$ cat src/rtl/mem_port_arbiter_if.sv
// Controlpath and memory-side signals of the shared memory port; the arbiter is the slave,
// the controlpath/memory environment is the master.
interface mem_port_arbiter_if #(
   parameter int ADDR_W = 32,
   parameter int DATA_W = 32
);
   logic              instr_req;
   logic [ADDR_W-1:0] instr_addr;
   logic [DATA_W-1:0] instruction;
   logic              wait_instr;
   logic              instr_segv;
   logic              ld;
   logic              st;
   logic [ADDR_W-1:0] data_addr;
   logic [DATA_W-1:0] data_wdata;
   logic [DATA_W-1:0] data_rdata;
   logic              wait_data;
   logic              data_segv;
   logic              mem_req;
   logic              mem_we;
   logic [ADDR_W-1:0] mem_addr;
   logic [DATA_W-1:0] mem_wdata;
   logic [DATA_W-1:0] mem_rdata;
   logic              mem_ack;

   modport slave (
      input  instr_req, instr_addr, ld, st, data_addr, data_wdata, mem_rdata, mem_ack,
      output instruction, wait_instr, instr_segv, data_rdata, wait_data, data_segv,
             mem_req, mem_we, mem_addr, mem_wdata
   );

   modport master (
      output instr_req, instr_addr, ld, st, data_addr, data_wdata, mem_rdata, mem_ack,
      input  instruction, wait_instr, instr_segv, data_rdata, wait_data, data_segv,
             mem_req, mem_we, mem_addr, mem_wdata
   );
endinterface

$ cat src/rtl/mem_port_arbiter.sv
// Shares one memory port between fetch and load/store with round-robin on ties; request to
// wait-low takes 2 cycles plus the memory ack delay; bad addresses and ack timeouts become segv pulses.
module mem_port_arbiter #(
   parameter int                ADDR_W    = 32,
   parameter int                DATA_W    = 32,
   parameter logic [ADDR_W-1:0] MEM_LIMIT = ADDR_W'(32'h0001_0000),
   parameter int                TIMEOUT   = 255,
   parameter int                TO_W      = 8
) (
   input logic               clk,
   input logic               rst_n,
   mem_port_arbiter_if.slave bus
);
   typedef enum logic [2:0] {IDLE, GRANT_I, GRANT_D, DONE_I, DONE_D, FAULT_I, FAULT_D} state_t;

   state_t            state, state_nxt;
   logic              last_d, last_d_nxt;
   logic [TO_W-1:0]   cnt, cnt_nxt, cnt_inc;
   logic              mem_req, mem_req_nxt;
   logic              mem_we, mem_we_nxt;
   logic [ADDR_W-1:0] mem_addr, mem_addr_nxt, sel_addr;
   logic [DATA_W-1:0] mem_wdata, mem_wdata_nxt;
   logic [DATA_W-1:0] instr_q, instr_nxt, rdata_q, rdata_nxt;
   logic              pend_i, pend_d, sel_d, still_pend;

   assign pend_i     = bus.instr_req;
   assign pend_d     = bus.ld | bus.st;
   // last_d remembers who won the previous grant; on a tie the other side goes next
   assign sel_d      = pend_d & (~pend_i | ~last_d);
   assign sel_addr   = sel_d ? bus.data_addr : bus.instr_addr;
   assign cnt_inc    = cnt + TO_W'(1);
   assign still_pend = (state == GRANT_I) ? pend_i : pend_d;

   always_comb begin
      state_nxt     = state;
      last_d_nxt    = last_d;
      cnt_nxt       = cnt;
      mem_req_nxt   = mem_req;
      mem_we_nxt    = mem_we;
      mem_addr_nxt  = mem_addr;
      mem_wdata_nxt = mem_wdata;
      instr_nxt     = instr_q;
      rdata_nxt     = rdata_q;
      unique case (state)
         IDLE: begin
            if (pend_i | pend_d) begin
               if (sel_addr >= MEM_LIMIT || (sel_d && bus.ld && bus.st)) begin
                  state_nxt = sel_d ? FAULT_D : FAULT_I;
               end else begin
                  state_nxt     = sel_d ? GRANT_D : GRANT_I;
                  last_d_nxt    = sel_d;
                  cnt_nxt       = '0;
                  mem_req_nxt   = 1'b1;
                  mem_we_nxt    = sel_d & bus.st;
                  mem_addr_nxt  = sel_addr;
                  mem_wdata_nxt = sel_d ? bus.data_wdata : '0;
               end
            end
         end
         GRANT_I, GRANT_D: begin
            if (bus.mem_ack) begin
               mem_req_nxt = 1'b0;
               if (state == GRANT_I) instr_nxt = bus.mem_rdata;
               else if (!mem_we)     rdata_nxt = bus.mem_rdata;
               // a withdrawn request has nobody waiting, so skip the handshake cycle
               if (still_pend) state_nxt = (state == GRANT_I) ? DONE_I : DONE_D;
               else            state_nxt = IDLE;
            end else if (cnt_inc == TO_W'(TIMEOUT)) begin
               mem_req_nxt = 1'b0;
               if (still_pend) state_nxt = (state == GRANT_I) ? FAULT_I : FAULT_D;
               else            state_nxt = IDLE;
            end else begin
               cnt_nxt = cnt_inc;
            end
         end
         default: state_nxt = IDLE;
      endcase
   end

   always_ff @(posedge clk or negedge rst_n) begin
      if (!rst_n) begin
         state     <= IDLE;
         last_d    <= 1'b0;
         cnt       <= '0;
         mem_req   <= 1'b0;
         mem_we    <= 1'b0;
         mem_addr  <= '0;
         mem_wdata <= '0;
         instr_q   <= '0;
         rdata_q   <= '0;
      end else begin
         state     <= state_nxt;
         last_d    <= last_d_nxt;
         cnt       <= cnt_nxt;
         mem_req   <= mem_req_nxt;
         mem_we    <= mem_we_nxt;
         mem_addr  <= mem_addr_nxt;
         mem_wdata <= mem_wdata_nxt;
         instr_q   <= instr_nxt;
         rdata_q   <= rdata_nxt;
      end
   end

   assign bus.wait_instr  = pend_i & ~(state == DONE_I || state == FAULT_I);
   assign bus.wait_data   = pend_d & ~(state == DONE_D || state == FAULT_D);
   assign bus.instr_segv  = (state == FAULT_I);
   assign bus.data_segv   = (state == FAULT_D);
   assign bus.instruction = instr_q;
   assign bus.data_rdata  = rdata_q;
   assign bus.mem_req     = mem_req;
   assign bus.mem_we      = mem_we;
   assign bus.mem_addr    = mem_addr;
   assign bus.mem_wdata   = mem_wdata;
endmodule

$ cat src/flat_wrapper.sv
// flat-port wrapper written by rule: the top's interface ports become plain ports
module mem_port_arbiter_flat 
#(
   parameter int                ADDR_W    = 32,
   parameter int                DATA_W    = 32,
   parameter logic [ADDR_W-1:0] MEM_LIMIT = ADDR_W'(32'h0001_0000),
   parameter int                TIMEOUT   = 255,
   parameter int                TO_W      = 8
)
  (clk, rst_n, bus_instr_req, bus_instr_addr, bus_ld, bus_st, bus_data_addr, bus_data_wdata, bus_mem_rdata, bus_mem_ack, bus_instruction, bus_wait_instr, bus_instr_segv, bus_data_rdata, bus_wait_data, bus_data_segv, bus_mem_req, bus_mem_we, bus_mem_addr, bus_mem_wdata);
  mem_port_arbiter_if #(.ADDR_W(ADDR_W), .DATA_W(DATA_W)) bus_i ();
  input logic clk;
  input logic rst_n;
  input wire logic [$bits(bus_i.instr_req)-1:0] bus_instr_req;
  input wire logic [$bits(bus_i.instr_addr)-1:0] bus_instr_addr;
  input wire logic [$bits(bus_i.ld)-1:0] bus_ld;
  input wire logic [$bits(bus_i.st)-1:0] bus_st;
  input wire logic [$bits(bus_i.data_addr)-1:0] bus_data_addr;
  input wire logic [$bits(bus_i.data_wdata)-1:0] bus_data_wdata;
  input wire logic [$bits(bus_i.mem_rdata)-1:0] bus_mem_rdata;
  input wire logic [$bits(bus_i.mem_ack)-1:0] bus_mem_ack;
  output wire logic [$bits(bus_i.instruction)-1:0] bus_instruction;
  output wire logic [$bits(bus_i.wait_instr)-1:0] bus_wait_instr;
  output wire logic [$bits(bus_i.instr_segv)-1:0] bus_instr_segv;
  output wire logic [$bits(bus_i.data_rdata)-1:0] bus_data_rdata;
  output wire logic [$bits(bus_i.wait_data)-1:0] bus_wait_data;
  output wire logic [$bits(bus_i.data_segv)-1:0] bus_data_segv;
  output wire logic [$bits(bus_i.mem_req)-1:0] bus_mem_req;
  output wire logic [$bits(bus_i.mem_we)-1:0] bus_mem_we;
  output wire logic [$bits(bus_i.mem_addr)-1:0] bus_mem_addr;
  output wire logic [$bits(bus_i.mem_wdata)-1:0] bus_mem_wdata;
  assign bus_i.instr_req = bus_instr_req;
  assign bus_i.instr_addr = bus_instr_addr;
  assign bus_i.ld = bus_ld;
  assign bus_i.st = bus_st;
  assign bus_i.data_addr = bus_data_addr;
  assign bus_i.data_wdata = bus_data_wdata;
  assign bus_i.mem_rdata = bus_mem_rdata;
  assign bus_i.mem_ack = bus_mem_ack;
  assign bus_instruction = bus_i.instruction;
  assign bus_wait_instr = bus_i.wait_instr;
  assign bus_instr_segv = bus_i.instr_segv;
  assign bus_data_rdata = bus_i.data_rdata;
  assign bus_wait_data = bus_i.wait_data;
  assign bus_data_segv = bus_i.data_segv;
  assign bus_mem_req = bus_i.mem_req;
  assign bus_mem_we = bus_i.mem_we;
  assign bus_mem_addr = bus_i.mem_addr;
  assign bus_mem_wdata = bus_i.mem_wdata;
  mem_port_arbiter #(.ADDR_W(ADDR_W), .DATA_W(DATA_W), .MEM_LIMIT(MEM_LIMIT), .TIMEOUT(TIMEOUT), .TO_W(TO_W)) u_core (.clk(clk), .rst_n(rst_n), .bus(bus_i));
endmodule
$ cat config.mk
export PLATFORM = sky130hd
export DESIGN_NAME = mem_port_arbiter_flat
export DESIGN_NICKNAME = d
export VERILOG_FILES = /design/src/rtl/mem_port_arbiter_if.sv /design/src/rtl/mem_port_arbiter.sv /design/src/flat_wrapper.sv
export SDC_FILE = /design/constraint.sdc
export NUM_CORES = 1
export LEC_CHECK = 0
export CORE_MARGIN = 2
export CORE_UTILIZATION = 25
export DETAILED_ROUTE_END_ITERATION = 7
export PLACE_DENSITY = 0.57
export SYNTH_ARGS = -nofsm -noshare
export SYNTH_HDL_FRONTEND = slang
export SYNTH_SLANG_ARGS = --single-unit
$ cat constraint.sdc
create_clock -name clk -period 2.4 [get_ports clk]
set_input_delay 0.6 -clock clk [delete_from_list [all_inputs] [get_ports clk]]
set_output_delay 0.6 -clock clk [all_outputs]
set_load 0.02 [all_outputs]
==> flow_metrics.env, run 1 <==
export IMPL_layout_cells_most_common="sky130_fd_sc_hd__clkdlybuf4s50_1"
export IMPL_worst_r2r_setup_slack_ps=180
export IMPL_fillerInstances=2195
export IMPL_layout_cells_most_common_list="sky130_fd_sc_hd__clkdlybuf4s50_1, sky130_fd_sc_hd__dfrtp_1, sky130_fd_sc_hd__nand2_1"
export IMPL_cts_buffers_inserted=17
export IMPL_starting_density_of_the_core=0.2555
export IMPL_clkSinkCount=142
export IMPL_multi_input_logic_area_um2=2142
export IMPL_cts_hold_buffers_added=0
export IMPL_ys_warn_count=0
export IMPL_place_port_buffers=267
export IMPL_reg2reg_to="u_core.cnt[1]"
export IMPL_crit_path_frequent_cell="sky130_fd_sc_hd__buf_4"
export IMPL_wl_per_cell_um=15.25
export IMPL_diodes=0
export IMPL_finish_net_count=931
export IMPL_syn_inst=512
export IMPL_finalCoreUtilization=0.4238
export IMPL_required_time_of_the_worst_setup_path_ps=1800
export IMPL_maxCapViolations=0
export IMPL_asyncSetResetFlopFracSynth=1.000
export IMPL_detail_route_wirelength_um=17100
export IMPL_critical_path_reg2reg_startpoint="u_core.cnt[0]"
export IMPL_die_height_um=156.6
export IMPL_stdcell_count=1121
export IMPL_critical_path_cell_chain="clkdlybuf4s50_1 -> buf_4 -> buf_4 -> nor2_1 -> a21oi_2 -> buf_4"
export IMPL_die_x_um=156.6
export IMPL_floorplan_rows=55
export IMPL_hold_violations=0
export IMPL_synth_seq_area_share=0.6105
export IMPL_timing_hold_worst_class="input pin to asynchronous set/reset pin"
export IMPL_final_cell_area_um2=9654
export IMPL_dr_first_iter_drc_count=179
export IMPL_clkSlewWorstSetupHoldPaths_ps=70
export IMPL_timing_final_ws_setup_ps=42.29
export IMPL_sequentialPowerShare=0.359
export IMPL_post_synth_num_cell_types=41
export IMPL_buffer_levels_on_the_longest_clock_path=2
export IMPL_grt_max_degree=58
export IMPL_drive_gt1_frac=0.1634
export IMPL_max_clock_freq_mhz=424.1
export IMPL_postRouteAntennaNets=0
export IMPL_slowest_delay_ps=430
export IMPL_gr_total_overflow=0
export IMPL_setup_worst_path_class="input pin to primary output"
export IMPL_max_slew_worst_pin_slew_ps=514.8
export IMPL_post_dp_hpwl_um=12550
export IMPL_worst_setup_path_start_kind="input pin"
export IMPL_ioPinCount=268
export IMPL_grt_setup_unrepaired="false"
export IMPL_yosys_register_bits=142
export IMPL_synth_edf_count=0
export IMPL_detail_route_vias_per_cell=4.225
export IMPL_syn_num_nets=648
export IMPL_crit_path_top_delay_cell="sky130_fd_sc_hd__clkdlybuf4s50_1"
export IMPL_vdd_ir_drop_worst_uv=456.9
export IMPL_dpl_worst_slack_ps=-186.3
export IMPL_power_switching_mw=3.001
export IMPL_antenna_found_initial=0
export IMPL_htreeDepth=4
export IMPL_fp_coreArea_um2=22780
export IMPL_crit_family="buffers and inverters"
export IMPL_numPlacedInstances=1089
export IMPL_vias=4736
export IMPL_power_static_leakage_nw=4.164
export IMPL_register_area_um2=3553
export IMPL_dieArea_um2=24520
export IMPL_detailedRoute_firstPassIterationCount=5
export IMPL_status="finished, final reports clean"
export IMPL_r2r_cells=7
export IMPL_cts_root_buf="sky130_fd_sc_hd__clkbuf_16"
export IMPL_power_report_internal_total_mw=6.173
export IMPL_syn2layout_area_growth_pct=65.86
export IMPL_final_max_slew_viol_count=0
export IMPL_min_period_ps=2358
export IMPL_max_slew_margin=0.6568
export IMPL_cp_max_fo=3
export IMPL_worst_path_buf_inv=4
export IMPL_sw_frac_of_total=0.3271
export IMPL_synth_flop_cell="sky130_fd_sc_hd__dfrtp_1"
export IMPL_power_density_cell_area_nw_per_um2=950.3
export IMPL_gp_congestion=0.7521
export IMPL_share_clk_of_total_power=0.280
export IMPL_placedInstanceArea_um2=9077
export IMPL_setup_viol_count_final=0
export IMPL_endpoint_kind="primary output"
export IMPL_grt_pass1_wl_um=26360
export IMPL_power_combinational_fraction=0.361
export IMPL_clock_insertion_delay_worst_skew_ps=420
export IMPL_synth_cell_area_um2=5821
export IMPL_power_mw=9.174
export IMPL_tritoncts="yes"
export IMPL_post_synth_cell_area_avg_um2=11.37
export IMPL_post_route_drc_count=0
export IMPL_cp_arrival_ps=1760
export IMPL_min_period_over_period=0.9824
export IMPL_grt_usage=0.1405
export IMPL_vias_in_the_first_global_route=4770
export IMPL_fin_worst_skew_ps=9.152
[flip-flops by register name, summed over array words and instances, names as in the netlist]
name                    cells
u_core.bus.data_rdata      32
u_core.state                3
u_core.last_d               1
u_core.bus.instruction     32
u_core.bus.mem_req          1
u_core.bus.mem_we           1
u_core.bus.mem_wdata       32
u_core.cnt                  8
u_core.bus.mem_addr        32
[power by group through the flow]
stage,Combinational (mW),Clock [mW],Sequential [mW]
2_1_floorplan,0.937,0,3.99
3_3_place_gp,3.35,0,3.32
3_5_place_dp,3.34,0,3.34
4_1_cts,3.35,2.67,3.30
5_1_grt,3.54,2.78,3.38
6_report,3.31,2.57,3.29
[cell usage after synthesis (5+ instances only)]
cell type	n	area [um^2]
sky130_fd_sc_hd__and2_1	17	106.4
sky130_fd_sc_hd__nor2_1	26	97.59
sky130_fd_sc_hd__buf_2	17	85.08
sky130_fd_sc_hd__clkbuf_1	10	37.54
sky130_fd_sc_hd__dfrtp_1	142	3553
sky130_fd_sc_hd__nand2_1	109	409.1
sky130_fd_sc_hd__and3_1	5	31.28
sky130_fd_sc_hd__mux2_2	65	732.0
sky130_fd_sc_hd__o21ai_0	34	170.2
sky130_fd_sc_hd__a31oi_1	17	106.4
sky130_fd_sc_hd__nor3_1	10	50.05
sky130_fd_sc_hd__a21oi_1	14	70.07
[stage by stage]
step / hold slack, ps / TNS [ps]
2_1_floorplan: 304.4 / 0
3_3_place_gp: 461.0 / -5783
3_5_place_dp: 469.8 / -7419
4_1_cts: 74.71 / 0
5_1_grt: 89.41 / 0
6_report: 80.79 / 0
[worst max path at each step]
stage                    end          startpoint  cells after the start  slack (ps)
6_report       bus_wait_data              bus_st                      6          40
5_1_grt        bus_wait_data              bus_st                      6           2
4_1_cts        bus_wait_data              bus_st                      6          50
3_5_place_dp   u_core.cnt[1]              bus_ld                      9        -190
3_3_place_gp   u_core.cnt[1]  bus_instr_addr[23]                      8        -150
2_1_floorplan  u_core.cnt[1]       u_core.cnt[0]                      6         240
[cell families after synthesis]
group | after synthesis | synth area share
mux | 67 | 0.1294
simple gates | 180 | 0.1343
xor+xnor | 2 | 0.003010
flops | 142 | 0.6105
fa+ha+maj | 2 | 0.004299
compound gates | 86 | 0.09222
buf+inv | 33 | 0.02622
[cell type report]
cell class / count / share of cell area
Sequential cell: 142 / 0.3681
Timing Repair Buffer: 293 / 0.3082
Multi-Input combinational cell: 337 / 0.2219
Clock buffer: 19 / 0.04692
Tap cell: 313 / 0.04057
Clock inverter: 13 / 0.01283
Inverter: 4 / 0.001555
[worst register-to-register path, stage by stage, from the launching register on]
cell                      delay, ps
sky130_fd_sc_hd__dfrtp_1        420
sky130_fd_sc_hd__ha_1           260
sky130_fd_sc_hd__a21oi_1         60
sky130_fd_sc_hd__mux2_2         260
sky130_fd_sc_hd__a22o_1         270
sky130_fd_sc_hd__a311o_1        420
sky130_fd_sc_hd__nand2_4        100
sky130_fd_sc_hd__mux2_1         320
[per-layer routing]
layer / up-vias / track usage / part of all wire
met4: 0 / 0.05068 / 0.018
li1: 2339 / - / -
met3: 20 / 0.04985 / 0.075
met1: 2209 / 0.1781 / 0.45
met2: 168 / 0.2213 / 0.46
met5: - / 0 / 0
[timing repair]
item,4_1_cts,5_1_grt
resized for setup,4,0
cloned,0,0
pin swaps,0,1
setup buffers,0,0
setup endpoints to repair,4,1
Note: power is estimated with default switching activity, not from simulation.
==> run 2: changes to the inputs <==
--- a/config.mk
+++ b/config.mk
@@ -5,10 +5,11 @@
 export SDC_FILE = /design/constraint.sdc
 export NUM_CORES = 1
 export LEC_CHECK = 0
+export CORE_ASPECT_RATIO = 1.4
 export CORE_MARGIN = 2
 export CORE_UTILIZATION = 25
 export DETAILED_ROUTE_END_ITERATION = 7
-export PLACE_DENSITY = 0.57
+export PLACE_DENSITY = 0.59
 export SYNTH_ARGS = -nofsm -noshare
 export SYNTH_HDL_FRONTEND = slang
 export SYNTH_SLANG_ARGS = --single-unit
==> constraint.sdc (replaced) <==
create_clock -name clk -period 2.1 [get_ports clk]
set_input_delay 0.525 -clock clk [delete_from_list [all_inputs] [get_ports clk]]
set_output_delay 0.525 -clock clk [all_outputs]
set_load 0.02 [all_outputs]
==> flow_metrics.env, run 2 (same netlist as run 1, synthesis figures left out) <==
export IMPL_critical_path_cell_chain="ha_1 -> mux2_2 -> a22o_1 -> a311o_1 -> nand2_4 -> mux2_1"
export IMPL_grt_usage=0.1422
export IMPL_crit_path_top_delay_cell="sky130_fd_sc_hd__dfrtp_1"
export IMPL_final_cell_area_um2=9804
export IMPL_tritoncts="yes"
export IMPL_required_time_of_the_worst_setup_path_ps=2400
export IMPL_power_density_cell_area_nw_per_um2=1095
export IMPL_max_slew_margin=0.7593
export IMPL_timing_hold_worst_class="flop to flop"
export IMPL_layout_cells_most_common="sky130_fd_sc_hd__clkdlybuf4s50_1"
export IMPL_endpoint_kind="flop"
export IMPL_power_static_leakage_nw=4.244
export IMPL_critical_path_reg2reg_startpoint="u_core.cnt[0]"
export IMPL_floorplan_rows=66
export IMPL_r2r_cells=6
export IMPL_setup_worst_path_class="flop to flop"
export IMPL_cts_buffers_inserted=17
export IMPL_gp_congestion=0.7570
export IMPL_detailedRoute_firstPassIterationCount=4
export IMPL_dpl_worst_slack_ps=-492.3
export IMPL_worst_r2r_setup_slack_ps=90
export IMPL_drive_gt1_frac=0.1799
export IMPL_ioPinCount=268
export IMPL_detail_route_wirelength_um=17570
export IMPL_vdd_ir_drop_worst_uv=569.0
export IMPL_min_period_over_period=0.9564
export IMPL_layout_cells_most_common_list="sky130_fd_sc_hd__clkdlybuf4s50_1, sky130_fd_sc_hd__dfrtp_1, sky130_fd_sc_hd__nand2_1"
export IMPL_fp_coreArea_um2=23040
export IMPL_die_height_um=184.5
export IMPL_worstSetupStartpoint="u_core.cnt[0]"
export IMPL_hold_violations=0
export IMPL_worst_setup_path_start_kind="flop"
export IMPL_antenna_found_initial=2
export IMPL_cp_max_fo=3
export IMPL_status="finished, final reports clean"
export IMPL_setup_viol_count_final=0
export IMPL_postRouteAntennaNets=0
export IMPL_vias=4872
export IMPL_buffer_levels_on_the_longest_clock_path=2
export IMPL_max_clock_freq_mhz=497.9
export IMPL_cts_root_buf="sky130_fd_sc_hd__clkbuf_16"
export IMPL_dieArea_um2=24540
export IMPL_starting_density_of_the_core=0.2526
export IMPL_stdcell_count=1124
export IMPL_grt_pass1_wl_um=26830
export IMPL_vias_in_the_first_global_route=4865
export IMPL_post_cts_setup_buffer_count=0
export IMPL_clkSinkCount=142
export IMPL_place_port_buffers=267
export IMPL_dr_first_iter_drc_count=169
export IMPL_detail_route_vias_per_cell=4.335
export IMPL_numPlacedInstances=1088
export IMPL_grt_max_degree=81
export IMPL_wl_per_cell_um=15.64
export IMPL_cp_arrival_ps=2310
export IMPL_post_route_drc_count=0
export IMPL_fin_setup_tns_ps=0
export IMPL_fin_worst_skew_ps=6.754
export IMPL_placedInstanceArea_um2=9082
export IMPL_finish_net_count=940
export IMPL_slowest_delay_ps=380
export IMPL_max_slew_worst_pin_slew_ps=361.1
export IMPL_die_x_um=133.0
export IMPL_htreeDepth=4
export IMPL_min_period_ps=2008
export IMPL_timing_final_ws_setup_ps=91.56
export IMPL_cp_endpoint="u_core.cnt[1]"
export IMPL_clkSlewWorstSetupHoldPaths_ps=60
export IMPL_maxCapViolations=0
export IMPL_reg2reg_to="u_core.cnt[1]"
export IMPL_syn2layout_area_growth_pct=68.44
export IMPL_post_dp_hpwl_um=12450
export IMPL_gr_total_overflow=0
export IMPL_grt_setup_unrepaired="false"
export IMPL_final_max_slew_viol_count=0
export IMPL_clock_insertion_delay_worst_skew_ps=420
## run 2: changes by cell type in the layout (fill, tap and decap cells not counted), sizes merged, moves of 3 or more
cell / before / now
bufinv: 0 / 3
clkbuf: 19 / 26
inv: 11 / 5
clkdlybuf4s50: 262 / 258
buf: 28 / 36
## run 2: worst min path at each step
stage,end,slack [ps],cells after the start,from
after floorplan,u_core.bus.data_rdata[0],230,0,rst_n
final,u_core.bus.mem_wdata[25],470,2,u_core.bus.mem_wdata[25]
after detailed placement,u_core.bus.data_rdata[27],450,1,rst_n
after global routing,u_core.bus.mem_wdata[15],500,2,u_core.bus.mem_wdata[15]
after global placement,u_core.bus.instruction[11],450,1,rst_n
after CTS,u_core.bus.mem_wdata[15],480,2,u_core.bus.mem_wdata[15]
## run 2: report_power, final
part	switching, mW	leakage, nW	internal, mW
Combinational	1.76	2.07	2.08
Clock	1.16	0.296	2.00
Sequential	0.342	1.87	3.41
Total	3.26	4.24	7.48
## run 2: metrics by stage
| stage | utilization | hold WS [ps] | total power, mW |
|---|---|---|---|
| global route | 0.4254 | 499.0 | 11.34 |
| detailed placement | 0.3942 | 448.6 | 7.692 |
| global placement | 0.3942 | 450.6 | 7.639 |
| floorplan | - | 229.4 | 5.634 |
| CTS | 0.4214 | 483.4 | 10.93 |
| finish | 0.4255 | 474.0 | 10.74 |
## run 2: repair_timing
action / CTS / global route
pin swaps: 0 / 2
setup endpoints to repair: 48 / 70
gates cloned: 0 / 2
endpoints found under the hold margin: 32 / 0
hold buffers: 1 / 0
gates resized for setup: 13 / 14
## run 2: final cells by class
| type | count | area (um^2) |
|---|---|---|
| Fill cell | 2188 | 13240 |
| Sequential cell | 142 | 3553 |
| Timing Repair Buffer | 302 | 3034 |
| Multi-Input combinational cell | 337 | 2197 |
| Clock buffer | 23 | 488.0 |
| Tap cell | 306 | 382.9 |
| Clock inverter | 9 | 131.4 |
| Inverter | 4 | 15.01 |
| Antenna cell | 1 | 2.502 |
## run 2: layer usage
metal	global-route usage	part of all wire
met1	0.1656	0.41
met2	0.2365	0.50
met3	0.05418	0.076
met4	0.05591	0.019
met5	0	0.0014
## run 2: critical path: cells and delay by family, from the launching register on
kind                     cells  cell delay, ps
AO/OA/AOI/OAI                2             610
multiplexers                 2             580
AND/OR/NAND/NOR              1             100
adder cells (fa/ha/maj)      1             230
flip-flops                   1             380
